## src/rtl/pipe_pkg.sv

```systemverilog
// Shared pipeline definitions: address/data widths, the canonical NOP and
// the IF/ID pipeline register payload consumed by the decode stage.
package pipe_pkg;

    localparam int INS_ADDRESS = 9;
    localparam int INS_W       = 32;

    // addi x0, x0, 0 -- the architectural no-op used for bubbles
    localparam logic [INS_W-1:0] NOP_INSTR = 32'h00000013;

    // Word alignment: the low two bits of any fetch address are forced to zero
    localparam logic [INS_ADDRESS-1:0] ALIGN_MASK = INS_ADDRESS'(3);
    localparam logic [INS_ADDRESS-1:0] PC_STEP    = INS_ADDRESS'(4);

    typedef struct packed {
        logic [INS_ADDRESS-1:0] pc;
        logic [INS_ADDRESS-1:0] pc_plus4;
        logic [INS_W-1:0]       instr;
        logic                   valid;
    } if_id_t;

    // The IF/ID contents after reset or a squash: a NOP marked invalid
    function automatic if_id_t if_id_bubble();
        if_id_t b;
        b.pc       = '0;
        b.pc_plus4 = PC_STEP;
        b.instr    = NOP_INSTR;
        b.valid    = 1'b0;
        return b;
    endfunction

endpackage

```

## src/rtl/if_id_reg.sv

```systemverilog
// IF/ID pipeline register. Reset and flush both load a bubble; otherwise the
// register captures new contents only when enabled (i.e. not stalled).
module if_id_reg
    import pipe_pkg::*;
(
    input  logic   clk,
    input  logic   reset,
    input  logic   enable,
    input  logic   flush,
    input  if_id_t d,
    output if_id_t q
);

    if_id_t q_q;
    if_id_t q_d;

    // Next contents: flush beats stall, stall holds, otherwise take the new fetch
    always_comb begin
        q_d = q_q;
        if (flush) begin
            q_d = if_id_bubble();
        end else if (enable) begin
            q_d = d;
        end
    end

    // Register with synchronous reset to a bubble
    always_ff @(posedge clk) begin
        if (reset) begin
            q_q <= if_id_bubble();
        end else begin
            q_q <= q_d;
        end
    end

    assign q = q_q;

endmodule

```

## src/rtl/fetch_stage.sv

```systemverilog
// Instruction-fetch stage: owns the PC, addresses the combinational
// instruction memory and feeds the IF/ID register. Redirects from EX squash
// the wrong-path fetch; hazard stalls freeze both PC and IF/ID.
// The IF/ID payload layout follows the pipe_pkg widths, so the parameters
// are expected to stay at the package values.
module fetch_stage #(
    parameter int INS_ADDRESS = 9,
    parameter int INS_W       = 32
) (
    input  logic                   clk,
    input  logic                   reset,
    input  logic                   stall,
    input  logic                   branch_taken,
    input  logic [INS_ADDRESS-1:0] branch_target,
    output logic [INS_ADDRESS-1:0] imem_ra,
    input  logic [INS_W-1:0]       imem_rd,
    output logic [INS_ADDRESS-1:0] if_id_pc,
    output logic [INS_ADDRESS-1:0] if_id_pc_plus4,
    output logic [INS_W-1:0]       if_id_instr,
    output logic                   if_id_valid
);

    import pipe_pkg::*;

    logic [INS_ADDRESS-1:0] pc_q;
    logic [INS_ADDRESS-1:0] pc_d;
    logic [INS_ADDRESS-1:0] pc_plus4;
    if_id_t                 if_id_d;
    if_id_t                 if_id_q;

    // Sequential PC; the add wraps naturally modulo the address width
    assign pc_plus4 = pc_q + PC_STEP;

    // Next-PC mux: redirect (low bits dropped) beats stall, stall holds PC
    always_comb begin
        pc_d = pc_q;
        if (branch_taken) begin
            pc_d = branch_target & ~ALIGN_MASK;
        end else if (!stall) begin
            pc_d = pc_plus4;
        end
    end

    // PC register, synchronous reset to address 0
    always_ff @(posedge clk) begin
        if (reset) begin
            pc_q <= '0;
        end else begin
            pc_q <= pc_d;
        end
    end

    // Payload for IF/ID: the word fetched this cycle tagged with its PC
    always_comb begin
        if_id_d          = if_id_bubble();
        if_id_d.pc       = pc_q;
        if_id_d.pc_plus4 = pc_plus4;
        if_id_d.instr    = imem_rd;
        if_id_d.valid    = 1'b1;
    end

    if_id_reg u_if_id_reg (
        .clk    (clk),
        .reset  (reset),
        .enable (~stall),
        .flush  (branch_taken),
        .d      (if_id_d),
        .q      (if_id_q)
    );

    assign imem_ra        = pc_q;
    assign if_id_pc       = if_id_q.pc;
    assign if_id_pc_plus4 = if_id_q.pc_plus4;
    assign if_id_instr    = if_id_q.instr;
    assign if_id_valid    = if_id_q.valid;

endmodule

```

## config.mk

```make
export PLATFORM = sky130hd
export DESIGN_NAME = fetch_stage
export DESIGN_NICKNAME = d
export VERILOG_FILES = /design/src/rtl/pipe_pkg.sv /design/src/rtl/if_id_reg.sv /design/src/rtl/fetch_stage.sv
export SDC_FILE = /design/constraint.sdc
export NUM_CORES = 1
export LEC_CHECK = 0
export ABC_CLOCK_PERIOD_IN_PS = 2400
export BUFFER_PORTS_ARGS = -buffer_cell sky130_fd_sc_hd__buf_2
export CAP_MARGIN = 30
export CORE_UTILIZATION = 30
export DETAILED_ROUTE_END_ITERATION = 10
export SLEW_MARGIN = 20
export SYNTH_ARGS = -nofsm -noshare
export SYNTH_HDL_FRONTEND = slang
export SYNTH_HIERARCHICAL = 1
export SYNTH_SLANG_ARGS = --single-unit
```

## constraint.sdc

```tcl
create_clock -name clk -period 2.4 [get_ports clk]
set_input_delay 0.6 -clock clk [delete_from_list [all_inputs] [get_ports clk]]
set_output_delay 0.6 -clock clk [all_outputs]
set_load 0.005 [all_outputs]
```

Word level (Yosys, flattened, before mapping)
Index checks and enable logic that the tools add are counted.

operators by class
  $add $sub $neg = 1
  equality and inequality tests = 1
  muxes and demuxes = 2
  reductions and logical operators = 1

operators with widths
  operator               count
  $mux W9                2
  $add A9 B3 Y9 const B  1
  $ne A2 B1 Y1 const B   1
  $reduce_or A2 Y1       1

word-level totals
  bits in registers = 60
  input bits = 45
  output and inout port bits = 60
  logic and storage cells = 11

Logic depth before layout (Yosys ltp)
  depth in word-level cells = 3
  mapped depth = 6
  depth with buffers taken out = 6

Cells and area by module
The synthesis kept the hierarchy.

modules (own cells, without submodules)
  module       times used  cells an instance  area each (um2)  sequential area each (um2)
  if_id_reg    1           166                1,836.8          1,021.0
  fetch_stage  1           59                 461.7            140.1

Worst setup path before layout
No wires, ideal clock.

  kind = input-to-reg
  from = input stall
  to = register pc_q[7], in the netlist imem_ra[7]
  library setup time = 0.091 ns
  arrival time = 1.487 ns
  setup slack = 0.822 ns
  cell stages on the path = 3
  path buffers = 1
  path through = clkbuf_1 -> or4_1 -> a311oi_1

between the ends
  longest elaborated chain between the ends = 1

ends and longest elaborated chain
  what                    RTL line           text
  start: declaration      fetch_stage.sv:12  input logic stall,
  $ne A2 B1 Y1 (no line)  --
  end signal: assignment  fetch_stage.sv:49  pc_q <= pc_d;
  end: declaration        fetch_stage.sv:25  logic [INS_ADDRESS-1:0] pc_q;

No other way between the ends.
A chain may end at the register's enable or synchronous reset.

Worst setup path after layout
  from = register pc_q[4], in the netlist imem_ra[4]
  to = output imem_ra[4]

RTL lines
  what              RTL line           text
  end: declaration  fetch_stage.sv:15  output logic [INS_ADDRESS-1:0] imem_ra,

No word-level cell between the ends.

==> impl_metrics.yaml <==
status:
  status: "finished, final reports clean"
layout:
  drive_gt1_share_pct: 36.4
  nets: 373
  area_growth_pct: 32.9
  diodes: 0
  finalNonFillerCells: 431
  fin_util_pct: 41.7
  fillCellCount: 749
grt:
  overflow: 0
  grt_pass1_vias: 1664
  grt_pass1_wl_um: 7500
  antenna_found_initial: 0
  grt_max_degree: 48
  grt_usage_pct: 12.9
synth:
  synth_async_sr_flop_share_pct: 0
  ys_seq_area_share_pct: 50.5
  synth-edff-count: 0
  post_synth_num_cell_types: 30
  ys_ff_latch: 58
  ys_top_cells_by_area: "dfxtp_1 51%, mux2i_1 22%, nor2_1 8.7%, buf_4 2.3%, buf_8 2.0%"
  syn-cell-area_um2: 2300
  synthCells: 225
  synthTopCellsByCount: "58 x dfxtp_1, 53 x nor2_1, 51 x mux2i_1"
  yosys.area.top_type: "dfxtp_1"
  yosysWarnings: 6
  synthDominantCellAreaShare_pct: 50.5
  synth_flop_cell: "dfxtp_1"
  avgSynthCellArea_um2: 10.2
  yosysMostFrequentCell: "dfxtp_1"
timing:
  slew_violations: 0
  fin_crit_sh_pct: 67.3
  max_slew_margin_pct: 39.9
  period_minus_slack_ns: 1.62
  whs_ns: 0.475
  fin_skew_ns: 0.00312
  max_freq_ghz: 0.619
  setup_tns_ns: 0
  hold_viol: 0
  rsz0062_at_grt: "false"
  setup_viol_count_final: 0
  fin_ws_ns: 0.784
  worst_slew_pin_slew_ns: 0.901
hold_path:
  hold_path.class: "reg -> reg"
placed_design:
  place_inst: 415
  numPortBuffers: 100
  gp_congestion: 0.724
  post-dp-hpwl_um: 3480
  place_ws_ns: 0.534
clocking:
  numClockSinks: 58
  ctsHoldBuffers: 0
  clk_latency_ns: 0.33
  clkSlewWorstSetupHoldPaths_ns: 0.06
  cts_setup_buffers: 0
  numCtsBuffers: 9
  clockBufferDepth: 2
  clockRootBuffer: "clkbuf_8"
  cts_resized: 0
  htree_levels: 3
  cts_tree: "built"
die:
  fp.dieH_um: 89.5
  core_um2: 7330
  initial_core_util_pct: 31.4
  ios: 105
  rows: 31
  die_area_um2: 8020
  die_w_um: 89.5
critical_path:
  critPathLaunchType: "flop"
  worstSetupPathType: "reg -> out"
  end_kind: "output port"
  cp_num_buf_inv: 1
  crit_path_top_delay_cell: "dfxtp_1"
  critPathArrivalTime_ns: 1.02
  crit_family: "flip-flops"
  crit_required_ns: 1.80
  slowest_delay_ns: 0.51
  crit_fanout: 8
  crit_chain: "buf_2"
route:
  ant_nets: 0
  dr_total_vias: 1841
  drc: 0
  viasPerCell: 4.27
  highest_layer: "met4"
  wirelength_um: 4910
  wl_met3_um: 484
  met1_length_um: 2150
  firstDrtPassIters: 4
  wl_met2_um: 2190
  drt_iter0_markers: 39
  wl_per_cell_um: 11.4
power:
  vdd_ir_drop_max_uv: 388
  cellLeakagePower_nw: 1.54
  power.density_nw_per_um2: 717
flow_run:
  maxCapViolCount: 0
-- cell usage in the layout (no fill, tap or decap), drive strengths merged, types with 3 or more instances in the layout --
master and count:
mux2i 51, dfxtp 58, nand2 11, conb 7, nand3 3, buf 102, nor2 53, inv 4
xor2 3, clkbuf 15, xnor2 5
-- stage by stage --
step	total power, mW	area [µm²]
final	2.19	3050
after global routing	2.30	3050
after CTS	2.23	3050
after detailed placement	1.26	2840
after global placement	1.26	2840
after floorplan	1.18	2320
-- registers in the layout, indices dropped and copies added (netlist names) --
name / cells
u_if_id_reg/q: 51
imem_ra: 7
-- final cells by class --
class	instances	area, µm²	share of cell area (%)
clock inverter	1	30.0	0.983
timing repair buffer	102	528	17.3
inverter	4	15.0	0.492
clock buffer	15	186	6.10
tap	99	124	4.06
sequential	58	1160	38.0
multi-input combinational	152	1010	33.1
-- kinds of logic after synthesis --
kind of cell	synth area share (%)
and+or+nand+nor	13.1
DFF	50.5
muxes	22.7
buffers and inverters	6.37
AOI/OAI and AO/OA	3.38
xor gates and xnor gates	3.05
other	0.327
adders and majority gates	0.544
-- path summary, 6_finish.rpt --
kind | cells after the start | slack (ns) | startpoint | end
max | 1 | 0.78 | imem_ra[4] | imem_ra[4]
min | 2 | 0.47 | u_if_id_reg/q[2] | u_if_id_reg/q[2]
max reg2reg | 4 | 0.81 | imem_ra[2] | imem_ra[8]
min reg2reg | 2 | 0.47 | u_if_id_reg/q[2] | u_if_id_reg/q[2]
-- layer usage --
layer | track usage (%) | vias up
met5 | 0 | -
met4 | 6.06 | 0
met3 | 7.02 | 5
met2 | 20.5 | 77
met1 | 14.1 | 815
li1 | - | 944
-- report_power, final --
part           internal [mW]  switching [mW]
clock network          0.594           0.359
logic                  0.109           0.101
registers              0.997          0.0281
total                   1.70           0.489
(Power assumes the default switching activity.)
